`config.mk`:
```
export PLATFORM = sky130hd
export DESIGN_NAME = mdio_phy_responder_flat
export DESIGN_NICKNAME = d
export VERILOG_FILES = /design/src/rtl/mdio_phy_responder_if.sv /design/src/rtl/mdio_phy_responder.sv /design/src/flat_wrapper.sv
export SDC_FILE = /design/constraint.sdc
export NUM_CORES = 1
export LEC_CHECK = 0
export ABC_AREA = 1
export CAP_MARGIN = 20
export CORE_ASPECT_RATIO = 1.2
export CORE_MARGIN = 3
export CORE_UTILIZATION = 44
export DETAILED_ROUTE_END_ITERATION = 10
export REMOVE_ABC_BUFFERS = 1
export SKIP_CTS_REPAIR_TIMING = 1
export SLEW_MARGIN = 20
export SYNTH_ARGS = -nofsm -noshare
export SYNTH_HDL_FRONTEND = slang
export SYNTH_SLANG_ARGS = --single-unit
```
`constraint.sdc`:
```
create_clock -name clk -period 20.8 [get_ports clk]
set_clock_uncertainty 0.05 [all_clocks]
set_input_delay 2.08 -clock clk [delete_from_list [all_inputs] [get_ports clk]]
set_output_delay 2.08 -clock clk [all_outputs]
set_load 0.02 [all_outputs]
```
`src/rtl/mdio_phy_responder_if.sv`:
```
// mdio_if: MDIO management bus between the station controller and a PHY
interface mdio_if;
    logic mdc;
    logic mdio_i;
    logic mdio_o;
    logic mdio_oe;
    modport master (output mdc, output mdio_i, input mdio_o, input mdio_oe);
    modport slave (input mdc, input mdio_i, output mdio_o, output mdio_oe);
endinterface

```
`src/rtl/mdio_phy_responder.sv`:
```
// mdio_phy_responder: Clause-22 MDIO PHY-side responder serving a 32x16 register file
module mdio_phy_responder #(
    parameter logic [4:0] PHY_ADDR = 5'h01,
    parameter int PREAMBLE_MIN = 32
) (
    input  logic       clk,
    input  logic       rst,
    mdio_if.slave      mdio,
    input  logic       link_up,
    input  logic [1:0] speed,
    output logic       soft_rst_pulse
);
    typedef enum logic [2:0] {HUNT, ST, OP, PHYAD, REGAD, TA, WDATA, RDATA} state_t;
    localparam logic [5:0] PMIN = 6'(PREAMBLE_MIN);
    state_t state, state_n;
    logic [1:0] mdc_s, mdio_s;
    logic mdc_d, rise, b, rd, hit, wr_pend, srst;
    logic [5:0] pcnt, pcnt_n;
    logic [4:0] bcnt, bcnt_n, regad;
    logic [15:0] sh, rdval;
    logic [15:0] regs [32];
    assign rise = mdc_s[1] & ~mdc_d;
    assign b = mdio_s[1];
    assign rdval = regad == 5'h19 ? {link_up, 4'b0, speed, 1'b0, 5'b0, link_up, 2'b0} : regs[regad];
    assign srst = wr_pend && regad == 5'd0 && sh[15];
    // bring MDC/MDIO into the clk domain and keep a delayed MDC for edge detection
    always_ff @(posedge clk or posedge rst)
        if (rst) begin
            mdc_s <= '0;
            mdio_s <= '1;
            mdc_d <= 1'b0;
        end else begin
            mdc_s <= {mdc_s[0], mdio.mdc};
            mdio_s <= {mdio_s[0], mdio.mdio_i};
            mdc_d <= mdc_s[1];
        end
    // frame state, preamble count and bit counter registers
    always_ff @(posedge clk or posedge rst)
        if (rst) begin
            state <= HUNT;
            pcnt <= '0;
            bcnt <= '0;
        end else begin
            state <= state_n;
            pcnt <= pcnt_n;
            bcnt <= bcnt_n;
        end
    // frame sequencing: advance one field per sampled MDC rising edge
    always_comb begin
        state_n = state;
        pcnt_n = pcnt;
        bcnt_n = rise ? bcnt + 5'd1 : bcnt;
        if (rise)
            case (state)
                HUNT: begin
                    bcnt_n = '0;
                    pcnt_n = b ? (pcnt == 6'd63 ? pcnt : pcnt + 6'd1) : 6'd0;
                    if (!b && pcnt >= PMIN) state_n = ST;
                end
                ST: begin
                    bcnt_n = '0;
                    state_n = b ? OP : HUNT;
                end
                OP: if (bcnt == 5'd1) begin
                    bcnt_n = '0;
                    state_n = (sh[0] ^ b) ? PHYAD : HUNT;
                end
                PHYAD: if (bcnt == 5'd4) begin
                    bcnt_n = '0;
                    state_n = REGAD;
                end
                REGAD: if (bcnt == 5'd4) begin
                    bcnt_n = '0;
                    state_n = TA;
                end
                TA: if (bcnt == 5'd1) begin
                    bcnt_n = '0;
                    state_n = rd ? RDATA : WDATA;
                end
                default: if (bcnt == 5'd15) begin
                    bcnt_n = '0;
                    state_n = HUNT;
                end
            endcase
    end
    // field capture, read word latch at TA and serial drive of the read data
    always_ff @(posedge clk or posedge rst)
        if (rst) begin
            sh <= '0;
            regad <= '0;
            rd <= 1'b0;
            hit <= 1'b0;
            wr_pend <= 1'b0;
            mdio.mdio_o <= 1'b1;
            mdio.mdio_oe <= 1'b0;
        end else begin
            wr_pend <= 1'b0;
            if (rise)
                case (state)
                    OP: begin
                        sh <= {sh[14:0], b};
                        if (bcnt == 5'd1) rd <= sh[0];
                    end
                    PHYAD: begin
                        sh <= {sh[14:0], b};
                        if (bcnt == 5'd4) hit <= {sh[3:0], b} == PHY_ADDR;
                    end
                    REGAD: begin
                        sh <= {sh[14:0], b};
                        if (bcnt == 5'd4) regad <= {sh[3:0], b};
                    end
                    TA: if (bcnt == 5'd0) begin
                        sh <= rdval;
                        if (rd && hit) begin
                            mdio.mdio_oe <= 1'b1;
                            mdio.mdio_o <= 1'b0;
                        end
                    end else if (rd && hit) begin
                        mdio.mdio_o <= sh[15];
                        sh <= {sh[14:0], 1'b0};
                    end
                    WDATA: begin
                        sh <= {sh[14:0], b};
                        if (bcnt == 5'd15) wr_pend <= hit;
                    end
                    RDATA: if (bcnt == 5'd15) begin
                        mdio.mdio_oe <= 1'b0;
                        mdio.mdio_o <= 1'b1;
                    end else if (hit) begin
                        mdio.mdio_o <= sh[15];
                        sh <= {sh[14:0], 1'b0};
                    end
                    default: ;
                endcase
        end
    // register file commit; a soft reset restores every register and self-clears bit 15
    always_ff @(posedge clk or posedge rst)
        if (rst) begin
            for (int i = 0; i < 32; i++) regs[i] <= (i == 0) ? 16'h1140 : 16'h0000;
            soft_rst_pulse <= 1'b0;
        end else begin
            soft_rst_pulse <= srst;
            if (srst)
                for (int i = 0; i < 32; i++) regs[i] <= (i == 0) ? 16'h1140 : 16'h0000;
            else if (wr_pend && regad != 5'h19)
                regs[regad] <= sh;
        end
endmodule

```
`src/flat_wrapper.sv`:
```
// flat-port wrapper written by rule: the top's interface ports become plain ports
module mdio_phy_responder_flat 
#(
    parameter logic [4:0] PHY_ADDR = 5'h01,
    parameter int PREAMBLE_MIN = 32
)
  (clk, rst, link_up, speed, soft_rst_pulse, mdio_mdc, mdio_mdio_i, mdio_mdio_o, mdio_mdio_oe);
  mdio_if mdio_i ();
  input  logic clk;
  input  logic rst;
  input  logic link_up;
  input  logic [1:0] speed;
  output logic soft_rst_pulse;
  input wire logic [$bits(mdio_i.mdc)-1:0] mdio_mdc;
  input wire logic [$bits(mdio_i.mdio_i)-1:0] mdio_mdio_i;
  output wire logic [$bits(mdio_i.mdio_o)-1:0] mdio_mdio_o;
  output wire logic [$bits(mdio_i.mdio_oe)-1:0] mdio_mdio_oe;
  assign mdio_i.mdc = mdio_mdc;
  assign mdio_i.mdio_i = mdio_mdio_i;
  assign mdio_mdio_o = mdio_i.mdio_o;
  assign mdio_mdio_oe = mdio_i.mdio_oe;
  mdio_phy_responder #(.PHY_ADDR(PHY_ADDR), .PREAMBLE_MIN(PREAMBLE_MIN)) u_core (.clk(clk), .rst(rst), .mdio(mdio_i), .link_up(link_up), .speed(speed), .soft_rst_pulse(soft_rst_pulse));
endmodule
```
# After elaboration in Yosys (flattened, before gate mapping)
# Index checks and enable logic that the tools add are counted.
[word_totals]
regBits = 558
output_inout_bits = 3
wordCells = 153
[op_classes]
add_sub_neg = 2
order_cmp = 3
eq_ne = 27
mux = 45
bitwise_logic = 4
reduce_logical = 26
[ops]
columns = ["op", "n"]
rows = [
  ["$mux 512", 2],
  ["$bwmux 512", 1],
  ["$mux 16", 8],
  ["$bmux 16 s5", 1],
  ["$demux 16 s5", 1],
  ["$pmux 16 s3", 1],
  ["$mux 5", 5],
  ["$mux 3", 6],
  ["$ne 2x1->1 const B", 9],
  ["$pmux 3 s6", 1],
  ["$pmux 5 s3", 1],
  ["$eq 3x3->1 const B", 4],
  ["$ge 6x6->1 const B", 2],
  ["$mux 1", 12],
  ["$mux 6", 2],
  ["$reduce_and 3->1", 4],
  ["$eq 5x1->1 const B", 2],
  ["$logic_not 5->1", 2],
  ["$reduce_and 5->1", 2],
  ["$reduce_and 7->1", 1],
  ["$reduce_bool 7->1", 1],
  ["$add 6x1->6 const B", 1],
  ["$eq 3x2->1 const B", 2],
  ["$eq 6x6->1 const B", 1],
  ["23 further kinds", 35],
]

# Logic depth before layout (Yosys ltp)
[logic_depth]
depth_word = 8
ltp_mapped = 13
depth_no_buf = 11

# Worst setup path before layout
# Ideal clock, no wire load.
[synth_path]
kind = "reg-to-output"
start = "reg u_core.mdio.mdio_o"
end = "out mdio_mdio_o"
arrival_time_ns = 0.563
setup_slack_ns = 18.107
stages_incl_launch_ff = 1
n_path_buf = 0
cell_sequence = "dfstp_2"
[synth_rtl]
columns = ["element", "line", "rtl"]
rows = [
  ["start: declaration", "mdio_phy_responder_if.sv:8", "modport slave (input mdc, input mdio_i, output mdio_o, output mdio_oe);"],
  ["start signal: assignment", "mdio_phy_responder.sv:119", "mdio.mdio_o <= sh[15];"],
  ["start signal: assignment", "mdio_phy_responder.sv:130", "mdio.mdio_o <= sh[15];"],
  ["end: declaration", "flat_wrapper.sv:16", "output wire logic [$bits(mdio_i.mdio_o)-1:0] mdio_mdio_o;"],
]
# No word-level cell between the ends.

==> run summary <==
Clock-pin slew was measured on the worst setup and hold paths at 0.06 ns. The average vias per placed instance came out at 5.66. The required time of the worst setup path is 21.21 ns, and the area of all placed cells without fillers is 28700 sq um. 10 I/O pins were placed. The worst path meets setup with 15.39 ns of slack. In the layout the commonest cells are nand2_1, dfrtp_1, inv_1.

For this block, the via count after detailed routing is 22700. Total half-perimeter wirelength after legalization and detailed placement: 50.2 mm. For the hold violation total from the final report, the log shows 0.

Clock network fraction of design power: 47.9%. Type of the worst min-delay path: reg2reg. The tool flagged a number of max-cap violations equal to 0. The maximum fanout encountered on the critical timing path is 181, and the setup TNS after final layout is 0 ns.

In this run, synthesis inferred 0 flip-flops with an integrated enable. The critical path is of the in2async type. The total area inside the core boundary comes to 59700 sq um. For this design the static power due to leakage is 0.0133 uW. Counting buffers and inverters, the worst setup path is 5 cells deep.

The tools report the number of cell rows as 98. In this run the cell area measured after placement is 26900 sq um. The number of buffers and inverters on the critical path came out at 5. The worst register-to-register path has a depth of 8. The area growth from synthesis to layout is 7.98%.

Combinational group share of total power: 1.3%. The library cell used most frequently in the layout, excluding fill and tap cells, is nand2_1. In this run the register-to-register setup slack is 15.93 ns. Data on the critical path arrives at its endpoint at 5.82 ns. The tools report the number of cells after detailed placement as 3903. For this run, the leading register cell type out of synthesis is dfrtp_1.

After detailed routing, the number of remaining DRC violations is 0. The launch point of the worst path is rst. Headroom to the max-slew limit came out at 23.5%. Setup repair after global routing left no endpoint under its margin. For this run, the total global-route usage over all layers was measured as 26.1%. The number of clock buffers inserted by TritonCTS was 56; the transition at the pin with the smallest max-transition slack was 1.15 ns. The congestion estimate from routability-driven global placement came to 0.911.

The run finished with clean final reports. Endpoint of the worst-slack reg-to-reg timing path: u_core.regs[277]$_DFFE_PP0P_. Hold timing on the final database bottoms out at a slack of 0.307 ns. The logs give 0.63 ns for the clock network latency to the later pin of the worst-skew pair and 52.5% for the sequential share of the synthesized area. The count of buffers added on input and output ports is 9.

In this run the critical register-to-register path is launched from u_core.regad[1]$_DFFE_PP0P_. Following the worst setup path forward leads to its endpoint at u_core.regad[0]$_DFFE_PP0P_. Global routing finished with a remaining overflow of 0. STA classifies the critical path startpoint as a primary input. The cell sitting at the root of the clock tree is a clkbuf_16. The worst-path cell with the longest stage delay was buf_4. After the first detailed-routing iteration, the DRC count stood at 2581. The netlist area before placement is 26600 sq um, and the max-slew violation count is 0.

The repair_antennas step left the layout with diodes totalling 0. The floorplan step defined a die boundary enclosing 63400 sq um. In this run the horizontal extent of the chip is 230 um.

Of the available clock period, the critical path in the final layout requires 26.0%. Traced cell by cell, the critical path runs through clkdlybuf4s50_1 > inv_8 > buf_4 > buf_12 > buf_4. The worst setup path is captured at an asynchronous set/reset pin. The synthesized design contains 558 register bits. Dividing total power by cell area gives a power density of 74.6 nW/um^2. Across the VDD grid, the largest voltage drop is 67.6 uV.

The number of global-route vias before repair is 21700, and the number of standard cells in the layout, taps in and fillers out is 4008. TritonCTS built the clock tree. The netlist uses 40 different library cells.

The H-tree was split into 2 levels. For the wire length of the first global-routing pass, the log shows 129 mm. The pre-antenna-repair detailed-routing pass consisted of 5 iterations. For this run, the number of Yosys warnings is 0. The net count of the finished layout was 3174; the filler cell count in the final layout was 5832. OpenSTA, run right after detailed placement, puts the worst setup slack at 14.59 ns. The post-synthesis async set-or-reset flop share was 100%; the pin count of the biggest net entering global routing was 226. After detailed routing, the average wire length per cell comes to 20.7 um. The kind of cell adding the most delay to the critical path is buffers and inverters.

The number of antenna violations at the first check in global routing is 0. The sink count of the clock tree was 558. Net switching is 21.5% of the power. Based on the critical path, the design can be clocked at up to 185 MHz. The tools report the setup-violating endpoint count in the final report as 0. The largest single stage delay on the critical path is 0.87 ns. The initial utilization of the core area, before any placement, comes to 44.5%. The count of nets left with antenna violations once routing finished came out at 0. The cell that appears most often on the critical path is buf_4.

The fraction of layout instances using a drive strength above 1 works out to 6.30%. For the switching power, the log shows 461 uW. The synthesized area divided by synthesized cell count was 8.05 sq um; the total wirelength of the detailed-routed design was 83.0 mm.

The internal power of the cells totals 1680 uW. In this run the deepest clock path goes through 3 buffers. Per report_power, the sequential group accounts for 50.8% of the total. The shortest clock period the worst path allows after layout was 5.42 ns; the height of the chip was 275 um. Counting every instance in the synthesized netlist gives 3305.
==> cell families (layout without fill, tap and decap cells) <==
logic type	Yosys count	in the layout	share of synthesized area, %
XOR/XNOR	4	4	0.132
AO/OA/AOI/OAI	793	793	16.2
buffers and inverters	566	469	8.97
adder cells (fa/ha/maj)	6	6	0.282
flip-flops	558	558	52.5
AND/OR/NAND/NOR	1377	1377	21.9
multiplexers	1	1	0.0376
==> cell type report <==
class,instances,area [sq um],share of cell area [%]
multi-input combinational,2181,10300,35.7
clock inverter,17,143,0.497
clock buffer,88,1720,6.00
inverter,313,1190,4.13
tap,800,1000,3.49
sequential,558,14000,48.7
timing repair buffer,51,430,1.50
==> worst reg2reg max path: stages (launching register included) <==
cell	delay [ns]
dfrtp_4	0.87
buf_4	0.67
nor2_4	0.18
nand4_4	0.42
buf_4	0.66
buf_4	0.60
buf_4	0.68
nand2_2	0.40
o22ai_1	0.23
==> how the worst min path moves through the flow <==
stage	cells after the start	slack (ns)	to	from
global route	0	0.32	u_core.mdio_s[1]$_DFF_PP1_	u_core.mdio_s[0]$_DFF_PP1_
finish	0	0.31	u_core.mdc_s[1]$_DFF_PP0_	u_core.mdc_s[0]$_DFF_PP0_
CTS	0	0.31	u_core.mdc_s[1]$_DFF_PP0_	u_core.mdc_s[0]$_DFF_PP0_
detailed placement	0	0.29	u_core.mdc_s[1]$_DFF_PP0_	u_core.mdc_s[0]$_DFF_PP0_
global placement	0	0.30	u_core.mdc_s[1]$_DFF_PP0_	u_core.mdc_s[0]$_DFF_PP0_
floorplan	0	0.28	u_core.mdc_s[1]$_DFF_PP0_	u_core.mdc_s[0]$_DFF_PP0_
==> per-layer routing <==
| metal | up-vias | routed length (um) | global-route usage, % |
|---|---|---|---|
| li1 | 10600 | - | - |
| met1 | 11100 | 35200 | 36.1 |
| met2 | 843 | 38000 | 41.2 |
| met3 | 175 | 5790 | 3.39 |
| met4 | 0 | 4080 | 11.7 |
| met5 | - | 0 | 0 |
==> cell usage after synthesis (2+ instances only) <==
| master | number | area share, % |
|---|---|---|
| nor2_4 | 5 | 0.21 |
| clkinv_1 | 2 | 0.028 |
| dfstp_2 | 6 | 0.59 |
| a211oi_1 | 2 | 0.056 |
| a21oi_1 | 70 | 1.3 |
| inv_1 | 301 | 4.2 |
| buf_2 | 118 | 2.2 |
| nand3_2 | 2 | 0.075 |
| inv_2 | 9 | 0.13 |
| buf_4 | 26 | 0.73 |
| xor2_1 | 3 | 0.099 |
| nor2_8 | 2 | 0.15 |
| nor3_1 | 11 | 0.21 |
| o21ai_1 | 192 | 3.6 |
| clkbuf_1 | 95 | 1.3 |
| a21boi_1 | 14 | 0.40 |
| nor2_2 | 4 | 0.094 |
| nand4_1 | 3 | 0.071 |
| ha_1 | 6 | 0.28 |
| o22ai_1 | 218 | 5.1 |
| nand2_2 | 23 | 0.54 |
| nand3_1 | 297 | 5.6 |
| buf_6 | 2 | 0.085 |
| nor3_2 | 6 | 0.23 |
| nand2_1 | 892 | 13 |
| buf_1 | 12 | 0.17 |
| nor2_1 | 126 | 1.8 |
| nand3_4 | 3 | 0.20 |
| a31oi_1 | 3 | 0.071 |
| o21ai_0 | 288 | 5.4 |
| o31ai_1 | 4 | 0.11 |
| dfrtp_1 | 552 | 52 |
==> state kept, by name, summed over array words and instances (netlist names), 2 cells and up, named ones only <==
| signal | cells |
|---|---|
| u_core.regs | 512 |
| u_core.sh | 16 |
| u_core.pcnt | 6 |
| u_core.regad | 5 |
| u_core.bcnt | 4 |
| u_core.state | 3 |
| u_core.mdc_s | 2 |
| u_core.mdio_s | 2 |
==> per-stage QoR <==
stage               total power, uW  utilization, %
floorplan                      1130               -
global placement               1140            45.0
detailed placement             1140            45.0
CTS                            2160            48.1
global route                   2210            48.1
finish                         2140            48.1
==> power by group through the flow <==
stage | sequential [uW] | combinational [uW] | clock [uW]
floorplan | 1110 | 18.2 | 0
global placement | 1110 | 27.6 | 0
detailed placement | 1110 | 28.4 | 0
CTS | 1090 | 28.5 | 1050
global route | 1090 | 31.7 | 1090
finish | 1090 | 26.9 | 1030
No activity file was read; power rests on OpenSTA's default activity.
